File: src/rtl/mod_updown_counter_if.sv
// Control/status bundle for mod_updown_counter.
// The controller uses the master view and the counter uses the slave view.
interface mod_updown_counter_if #(
  parameter int WIDTH = 8
);
  logic             SCLR;
  logic             CE;
  logic             UP;
  logic             LOAD;
  logic [WIDTH-1:0] D;
  logic [WIDTH-1:0] MOD;
  logic [WIDTH-1:0] Q;
  logic             TC;
  logic             OVF;
  logic             SAT;

  modport master (
    output SCLR, CE, UP, LOAD, D, MOD,
    input  Q, TC, OVF, SAT
  );

  modport slave (
    input  SCLR, CE, UP, LOAD, D, MOD,
    output Q, TC, OVF, SAT
  );
endinterface

File: src/rtl/mod_updown_counter.sv
// Modulo up/down counter with a runtime modulus, a load input and a clear input.
// It wraps or saturates at the count boundary and drives a terminal count for cascading.
module mod_updown_counter #(
  parameter int WIDTH    = 8,
  parameter bit SATURATE = 1'b0
) (
  input  logic                  C,
  input  logic                  CLR,
  mod_updown_counter_if.slave   bus
);

  localparam logic [WIDTH:0]   ONE_EXT = {{WIDTH{1'b0}}, 1'b1};
  localparam logic [WIDTH-1:0] ONE     = {{(WIDTH-1){1'b0}}, 1'b1};
  localparam logic [WIDTH:0]   FULL    = {1'b0, {WIDTH{1'b1}}};

  logic [WIDTH-1:0] q, qNext;
  logic             ovf, ovfNext;
  logic             sat, satNext;
  logic [WIDTH:0]   top;
  logic [WIDTH:0]   qExt;
  logic             atOrAboveTop;
  logic             aboveTop;
  logic             atZero;

  // TOP is kept one bit wider so that MOD=0 can stand for the full 2^WIDTH range.
  assign top          = (bus.MOD == '0) ? FULL : ({1'b0, bus.MOD} - ONE_EXT);
  assign qExt         = {1'b0, q};
  assign atOrAboveTop = (qExt >= top);
  assign aboveTop     = (qExt > top);
  assign atZero       = (q == '0);

  assign bus.TC  = bus.CE & (bus.UP ? atOrAboveTop : atZero);
  assign bus.Q   = q;
  assign bus.OVF = ovf;
  assign bus.SAT = sat;

  always_comb begin
    qNext   = q;
    ovfNext = 1'b0;
    satNext = sat;
    if (bus.SCLR) begin
      qNext   = '0;
      satNext = 1'b0;
    end else if (bus.LOAD) begin
      qNext = ({1'b0, bus.D} > top) ? top[WIDTH-1:0] : bus.D;
    end else if (bus.CE) begin
      if (bus.UP) begin
        if (atOrAboveTop) begin
          qNext   = SATURATE ? top[WIDTH-1:0] : '0;
          ovfNext = 1'b1;
          satNext = 1'b1;
        end else begin
          qNext = q + ONE;
        end
      end else begin
        // A lowered MOD can leave Q above TOP; pull it back without flagging a boundary.
        if (aboveTop) begin
          qNext = top[WIDTH-1:0];
        end else if (atZero) begin
          qNext   = SATURATE ? '0 : top[WIDTH-1:0];
          ovfNext = 1'b1;
          satNext = 1'b1;
        end else begin
          qNext = q - ONE;
        end
      end
    end
  end

  always_ff @(posedge C or posedge CLR) begin
    if (CLR) begin
      q   <= '0;
      ovf <= 1'b0;
      sat <= 1'b0;
    end else begin
      q   <= qNext;
      ovf <= ovfNext;
      sat <= satNext;
    end
  end

endmodule

File: src/flat_wrapper.sv
// flat-port wrapper written by rule: the top's interface ports become plain ports
module mod_updown_counter_flat 
#(
  parameter int WIDTH    = 8,
  parameter bit SATURATE = 1'b0
)
  (C, CLR, bus_SCLR, bus_CE, bus_UP, bus_LOAD, bus_D, bus_MOD, bus_Q, bus_TC, bus_OVF, bus_SAT);
  mod_updown_counter_if #(.WIDTH(WIDTH)) bus_i ();
  input  logic C;
  input  logic CLR;
  input wire logic [$bits(bus_i.SCLR)-1:0] bus_SCLR;
  input wire logic [$bits(bus_i.CE)-1:0] bus_CE;
  input wire logic [$bits(bus_i.UP)-1:0] bus_UP;
  input wire logic [$bits(bus_i.LOAD)-1:0] bus_LOAD;
  input wire logic [$bits(bus_i.D)-1:0] bus_D;
  input wire logic [$bits(bus_i.MOD)-1:0] bus_MOD;
  output wire logic [$bits(bus_i.Q)-1:0] bus_Q;
  output wire logic [$bits(bus_i.TC)-1:0] bus_TC;
  output wire logic [$bits(bus_i.OVF)-1:0] bus_OVF;
  output wire logic [$bits(bus_i.SAT)-1:0] bus_SAT;
  assign bus_i.SCLR = bus_SCLR;
  assign bus_i.CE = bus_CE;
  assign bus_i.UP = bus_UP;
  assign bus_i.LOAD = bus_LOAD;
  assign bus_i.D = bus_D;
  assign bus_i.MOD = bus_MOD;
  assign bus_Q = bus_i.Q;
  assign bus_TC = bus_i.TC;
  assign bus_OVF = bus_i.OVF;
  assign bus_SAT = bus_i.SAT;
  mod_updown_counter #(.WIDTH(WIDTH), .SATURATE(SATURATE)) u_core (.C(C), .CLR(CLR), .bus(bus_i));
endmodule
File: config.mk
export PLATFORM = sky130hd
export DESIGN_NAME = mod_updown_counter_flat
export DESIGN_NICKNAME = d
export VERILOG_FILES = /design/src/rtl/mod_updown_counter_if.sv /design/src/rtl/mod_updown_counter.sv /design/src/flat_wrapper.sv
export SDC_FILE = /design/constraint.sdc
export NUM_CORES = 1
export LEC_CHECK = 0
export CORE_MARGIN = 5
export CORE_UTILIZATION = 30
export DETAILED_ROUTE_END_ITERATION = 12
export GPL_TIMING_DRIVEN = 0
export PLACE_DENSITY_LB_ADDON = 0.08
export REMOVE_ABC_BUFFERS = 1
export SLEW_MARGIN = 20
export SYNTH_ARGS = -nofsm -noshare
export SYNTH_HDL_FRONTEND = slang
export SYNTH_SLANG_ARGS = --single-unit
File: constraint.sdc
create_clock -name C -period 4.7 [get_ports C]
set_input_delay 0.47 -clock C [delete_from_list [all_inputs] [get_ports C]]
set_output_delay 0.47 -clock C [all_outputs]
set_load 0.01 [all_outputs]
==> flow_summary.ini, run 1 <==
[setup_path]
r2r_cells = 7
path_class = in2out
cp-end-kind = output port
regToRegEndpoint = u_core.bus.Q[5]$_DFFE_PP0P_
cp.arrival_ps = 4090
critical_path.max_fanout = 5
crit_required_ps = 4230
startpoint_type = input pin
rrSetupSlack_ps = 2050
r2r_start = u_core.bus.Q[4]$_DFFE_PP0P_

[pwr]
finalPower_uw = 546.9
swShare_pct = 43.09
comb_power_share_pct = 55.3
intPower_uw = 311.2
ir_drop_v = 0.00009675
sequentialPowerShare_pct = 23.7
p_leak_nw = 0.9795
pwr_density_cell_nw_per_um2 = 239.4
switchingPower_uw = 235.7
p_clk_share_pct = 21.0

[cells_and_area]
final_cells = 329
drive_gt1_share_pct = 11.02
stdcell_area_um2 = 2285
area_delta_synth_final_pct = 27.07
mostFrequentLayoutCells = clkdlybuf4s50_1, ha_1, nand2_1
final_nets = 298
fin_util_pct = 38.82
final_common_cell = clkdlybuf4s50_1
diodes = 0

[floorplan]
dieArea_um2 = 7641
rows = 28
ios = 33
core_um2 = 5886
die_y_um = 87.42
start_util_pct = 30.55
fp.dieW_um = 87.42

[yosys]
synth_top_family_by_area = simple AND/OR/NAND/NOR gates
synth-compound-area-share_pct = 23.59
yosys.area_share.simple_pct = 30.34
synthCells = 227
synth-main-ff-cell = dfrtp_1
yosysSeqAreaShare_pct = 13.92
synth_fa_ha_area_share_pct = 14.61
synth.mux.area_fraction_pct = 4.593
ys_ff_latch = 10
syn_area_um2 = 1798
netlist-cell-type-count = 64
avgSynthCellArea_um2 = 7.921
async_flop_share_pct = 100.0
synth_enable_flop_cells = 0
yosysWarnings = 0
synth_xor_area_share_pct = 5.846

[timing]
max_freq_mhz = 219.4
worstMarginPinSlew_ps = 1051
finalHoldViolations = 0
fin_crit_sh_pct = 96.96
setup_violations = 0
slew_headroom_pct = 29.42
worst_clock_skew_ps = 3.783
slew_viol_final = 0
min_period_ps = 4557
timing.final.ws_setup_ps = 143.0
hold_slack_ps = 515.5
setup-tns-final_ps = 0

[global_route]
grt.total_usage_pct = 14.80
grt_util_met1_pct = 21.52
grtUsageMet2_pct = 24.18
grt_pass1_wl_mm = 8.852
antenna_found_initial = 0
grt_pass1_vias = 1671
busiest_layer = met2
overflow = 0
grt_max_degree = 23
grt_util_met3_pct = 1.230

[route]
drtIter0Drc = 81
avgViaCountPerCell = 5.419
ant_nets = 0
drt-total-wl_mm = 5.714
drtPass1Iterations = 4
drc = 0
wl_per_cell_um = 17.37
via_count = 1783

[place]
place_hpwl_mm = 4.318
io_buffers = 32
place_area_um2 = 2148
dp_cells = 322
place_congestion = 0.8134
pre_cts_slack_ps = -289.9

[cts]
cts.path.max_buffers = 2
cts_hold_buf = 0
clkTransAtPathRegs_ps = 50
cts.sinks = 10
cts_tree = done
htree_levels = 1
cts-root-buf = clkbuf_8
clk_latency_ps = 240
cts_made_buffers = 3

[status]
status = finished, final reports clean

[min_path]
hold_depth = 2
hp-start = u_core.bus.SAT$_DFFE_PP0P_
hold_path.class = reg2reg
holdPathEnd = u_core.bus.SAT$_DFFE_PP0P_

[run]
max_cap_violations = 0
==> area by class of cell <==
type                    count  area [um^2]
clock buffers               4        55.05
fillers                   624         3601
inverters                  17        63.81
multi-input cells         188         1479
flip-flops and latches     10        250.2
well taps                  75        93.84
repair buffers             35        342.8
==> cells in the mapped netlist (all sizes together), types with 3 or more instances <==
library cell  count  area share, %
buf               6            2.3
mux2i             6            3.3
nor4              3            1.9
a21oi             8            2.2
nand4             3            1.0
nand3            13            4.3
clkbuf            6            1.3
nand2            19            4.0
or2               4            1.4
dfrtp            10             14
o211ai            3            1.3
nor3b             3            1.9
o21ai            11            3.3
inv              17            3.5
a31oi             4            1.4
a221oi            4            1.9
xor2              4            1.9
ha               21             15
nor3             11            4.3
a21o              5            2.1
and3              4            1.5
xnor2             8            3.9
nor2             15            3.1
nand2b            3            1.0
==> routing by layer <==
layer	part of all wire, %	wire length, um
met5	0	0
met4	0.35	20
met3	5.9	336
met2	46	2646
met1	47	2710
==> cell families (layout without fill, tap and decap cells) <==
| logic type | Yosys count | after routing |
|---|---|---|
| flip-flops | 10 | 10 |
| buffers and inverters | 29 | 56 |
| adder cells (fa/ha/maj) | 21 | 21 |
| multiplexers | 8 | 8 |
| AND/OR/NAND/NOR | 89 | 89 |
| XOR/XNOR | 12 | 12 |
| AO/OA/AOI/OAI | 58 | 58 |
==> registers in the layout (all words and copies together) (netlist names) <==
| signal | count |
|---|---|
| u_core.bus.OVF | 1 |
| u_core.bus.Q | 8 |
| u_core.bus.SAT | 1 |
==> worst max-delay path, cell delays in order <==
cell	delay [ps]
clkdlybuf4s50_1	560
or4_1	630
o41ai_2	240
o21ai_2	130
inv_1	130
ha_1	290
and3_1	250
a221oi_4	320
o21ai_4	140
and3_2	230
o21a_1	200
clkdlybuf4s50_1	480
==> worst max path at each step <==
stage | start | end | slack [ps] | cells past startpoint
6_report | bus_MOD[3] | bus_TC | 140 | 12
2_1_floorplan | bus_MOD[0] | bus_TC | 1360 | 12
5_1_grt | bus_MOD[0] | bus_TC | -30 | 14
4_1_cts | bus_MOD[0] | bus_TC | 50 | 14
3_3_place_gp | bus_MOD[0] | bus_TC | -360 | 14
3_5_place_dp | bus_MOD[0] | bus_TC | -290 | 14
==> power groups by stage <==
stage,Clock (mW),Sequential [mW],Combinational [mW]
after floorplan,0,0.125,0.185
after global placement,0,0.132,0.290
after detailed placement,0,0.132,0.289
after CTS,0.115,0.130,0.295
after global routing,0.119,0.132,0.334
final,0.115,0.130,0.302
==> repair_timing <==
action / CTS / global route
setup endpoints to repair: 1 / 1
setup buffers: 0 / 3
gates resized for setup: 5 / 5
endpoints found under the hold margin: 0 / 0
pin swaps: 0 / 2
No activity file was read; power rests on OpenSTA's default activity.
==> run 2, diff against run 1 <==
==> constraint.sdc (replaced) <==
create_clock -name C -period 5.3 [get_ports C]
set_input_delay 0.53 -clock C [delete_from_list [all_inputs] [get_ports C]]
set_output_delay 0.53 -clock C [all_outputs]
set_load 0.01 [all_outputs]
==> flow_summary.ini, run 2 (synthesis gave the netlist of run 1 again) <==
[status]
status = finished, final reports clean

[cells_and_area]
stdcell_area_um2 = 2212
final_nets = 295
fin_util_pct = 37.59
largest_reg_flops = 8
nFillCells = 630
register_area_um2 = 250.2
area_delta_synth_final_pct = 23.03
final_common_cell = clkdlybuf4s50_1
mostFrequentLayoutCells = clkdlybuf4s50_1, ha_1, nand2_1
final_cells = 326
multi_input_area_um2 = 1429
drive_gt1_share_pct = 7.171
diodes = 0

[min_path]
hold_path.class = reg2reg
hold_depth = 2

[setup_path]
cp_cell_sequence = clkdlybuf4s50_1, inv_1, ha_1, nor4b_4, o21ai_0, o21ai_1, inv_1, ha_1, and3_1, a221oi_1, o21ai_1, and3_2, o21a_1, clkdlybuf4s50_1
critical_path.max_fanout = 5
cp-end-kind = output port
cpLargestDelayFamily = compound AO/OA/AOI/OAI gates
startpoint_type = input pin
slowest_delay_ps = 480
cpMaxStageDelayCell = clkdlybuf4s50_1
crit_required_ps = 4770
path_class = in2out
r2r_cells = 7
path_depth = 14
crit_buf_inv = 4
cp.arrival_ps = 4490

[timing]
slew_headroom_pct = 30.85
hold_slack_ps = 515.5
finalHoldViolations = 0
max_freq_mhz = 199.3
min_period_ps = 5018
grt_setup_unrepaired = false
fin_crit_sh_pct = 94.69
worst_clock_skew_ps = 2.525
worstMarginPinSlew_ps = 1029
setup_violations = 0
timing.final.ws_setup_ps = 281.6
setup-tns-final_ps = 0
slew_viol_final = 0

[route]
drtIter0Drc = 92
detailroute.wirelength.met2_mm = 2.510
drt-total-wl_mm = 5.572
drc = 0
ant_nets = 0
met1_length_mm = 2.715
highest_layer = met4
avgViaCountPerCell = 5.371
wl_per_cell_um = 17.09
wl_met3_um = 326
drtPass1Iterations = 4
via_count = 1751

[pwr]
intPower_uw = 271.3
swShare_pct = 42.60
p_leak_nw = 0.9543
comb_power_share_pct = 54.2
sequentialPowerShare_pct = 24.3
ir_drop_v = 0.00008478
finalPower_uw = 472.6
p_clk_share_pct = 21.4
pwr_density_cell_nw_per_um2 = 213.6
switchingPower_uw = 201.3

[global_route]
grt.total_usage_pct = 14.74
grt_pass1_vias = 1655
antenna_found_initial = 0
grt_max_degree = 23
overflow = 0
grt_pass1_wl_mm = 8.818

[place]
dp_cells = 322
place_area_um2 = 2148
place_hpwl_mm = 4.318
place_congestion = 0.8134
io_buffers = 32
pre_cts_slack_ps = 190.1

[floorplan]
rows = 28
die_y_um = 87.42
core_um2 = 5886
start_util_pct = 30.55
fp.dieW_um = 87.42
ios = 33
dieArea_um2 = 7641

[cts]
cts-root-buf = clkbuf_8
cts_tree = done
clkTransAtPathRegs_ps = 50
cts_hold_buf = 0
post_cts_buffers = 0
cts.path.max_buffers = 2
clk_latency_ps = 240
cts_made_buffers = 3
htree_levels = 1
cts.sinks = 10
ctsResizeCount = 0

[run]
max_cap_violations = 0
[run 2: power by group through the flow]
| stage | Combinational [mW] | Sequential, mW | Clock [mW] |
|---|---|---|---|
| after floorplan | 0.164 | 0.111 | 0 |
| after global placement | 0.257 | 0.117 | 0 |
| after detailed placement | 0.256 | 0.117 | 0 |
| after CTS | 0.258 | 0.115 | 0.102 |
| after global routing | 0.284 | 0.117 | 0.105 |
| final | 0.256 | 0.115 | 0.101 |
[run 2: worst reg2reg max path, cell delays in order (launching register included)]
cell	delay, ps
dfrtp_1	660
ha_1	350
a21o_1	170
a221oi_1	380
o21ai_1	260
a21boi_0	420
a221oi_1	160
a32oi_1	240
[run 2: worst paths after layout]
check / from / end / slack, ps
min in group asynchronous: CLR / u_core.bus.Q[7]$_DFFE_PP0P_ / 590
hold reg to reg: u_core.bus.SAT$_DFFE_PP0P_ / u_core.bus.SAT$_DFFE_PP0P_ / 520
setup reg to reg: u_core.bus.Q[4]$_DFFE_PP0P_ / u_core.bus.Q[5]$_DFFE_PP0P_ / 2590
max in group asynchronous: CLR / u_core.bus.SAT$_DFFE_PP0P_ / 4390
setup / recovery: bus_MOD[0] / bus_TC / 280
hold / removal: u_core.bus.SAT$_DFFE_PP0P_ / u_core.bus.SAT$_DFFE_PP0P_ / 520
[run 2: final cells by class]
| class | count | share of cell area [%] |
|---|---|---|
| Timing Repair Buffer | 32 | 14.48 |
| Clock buffer | 4 | 2.489 |
| Sequential cell | 10 | 11.31 |
| Multi-Input combinational cell | 188 | 64.59 |
| Inverter | 17 | 2.885 |
| Tap cell | 75 | 4.242 |
[run 2: per-layer routing]
metal  track usage, %  vias to the layer above
met5                0                        -
li1                 -                      892
met4            2.092                        0
met1            21.57                      811
met3            1.230                        2
met2            23.90                       46
==> run 3, diff against run 2 <==
--- a/config.mk
+++ b/config.mk
@@ -7,6 +7,7 @@
 export LEC_CHECK = 0
 export CORE_MARGIN = 5
 export CORE_UTILIZATION = 30
+export CTS_CLUSTER_DIAMETER = 150
 export DETAILED_ROUTE_END_ITERATION = 12
 export GPL_TIMING_DRIVEN = 0
 export PLACE_DENSITY_LB_ADDON = 0.08
==> results of run 3 <==
No change in the layout: final DEF, timing and power equal those of run 2.
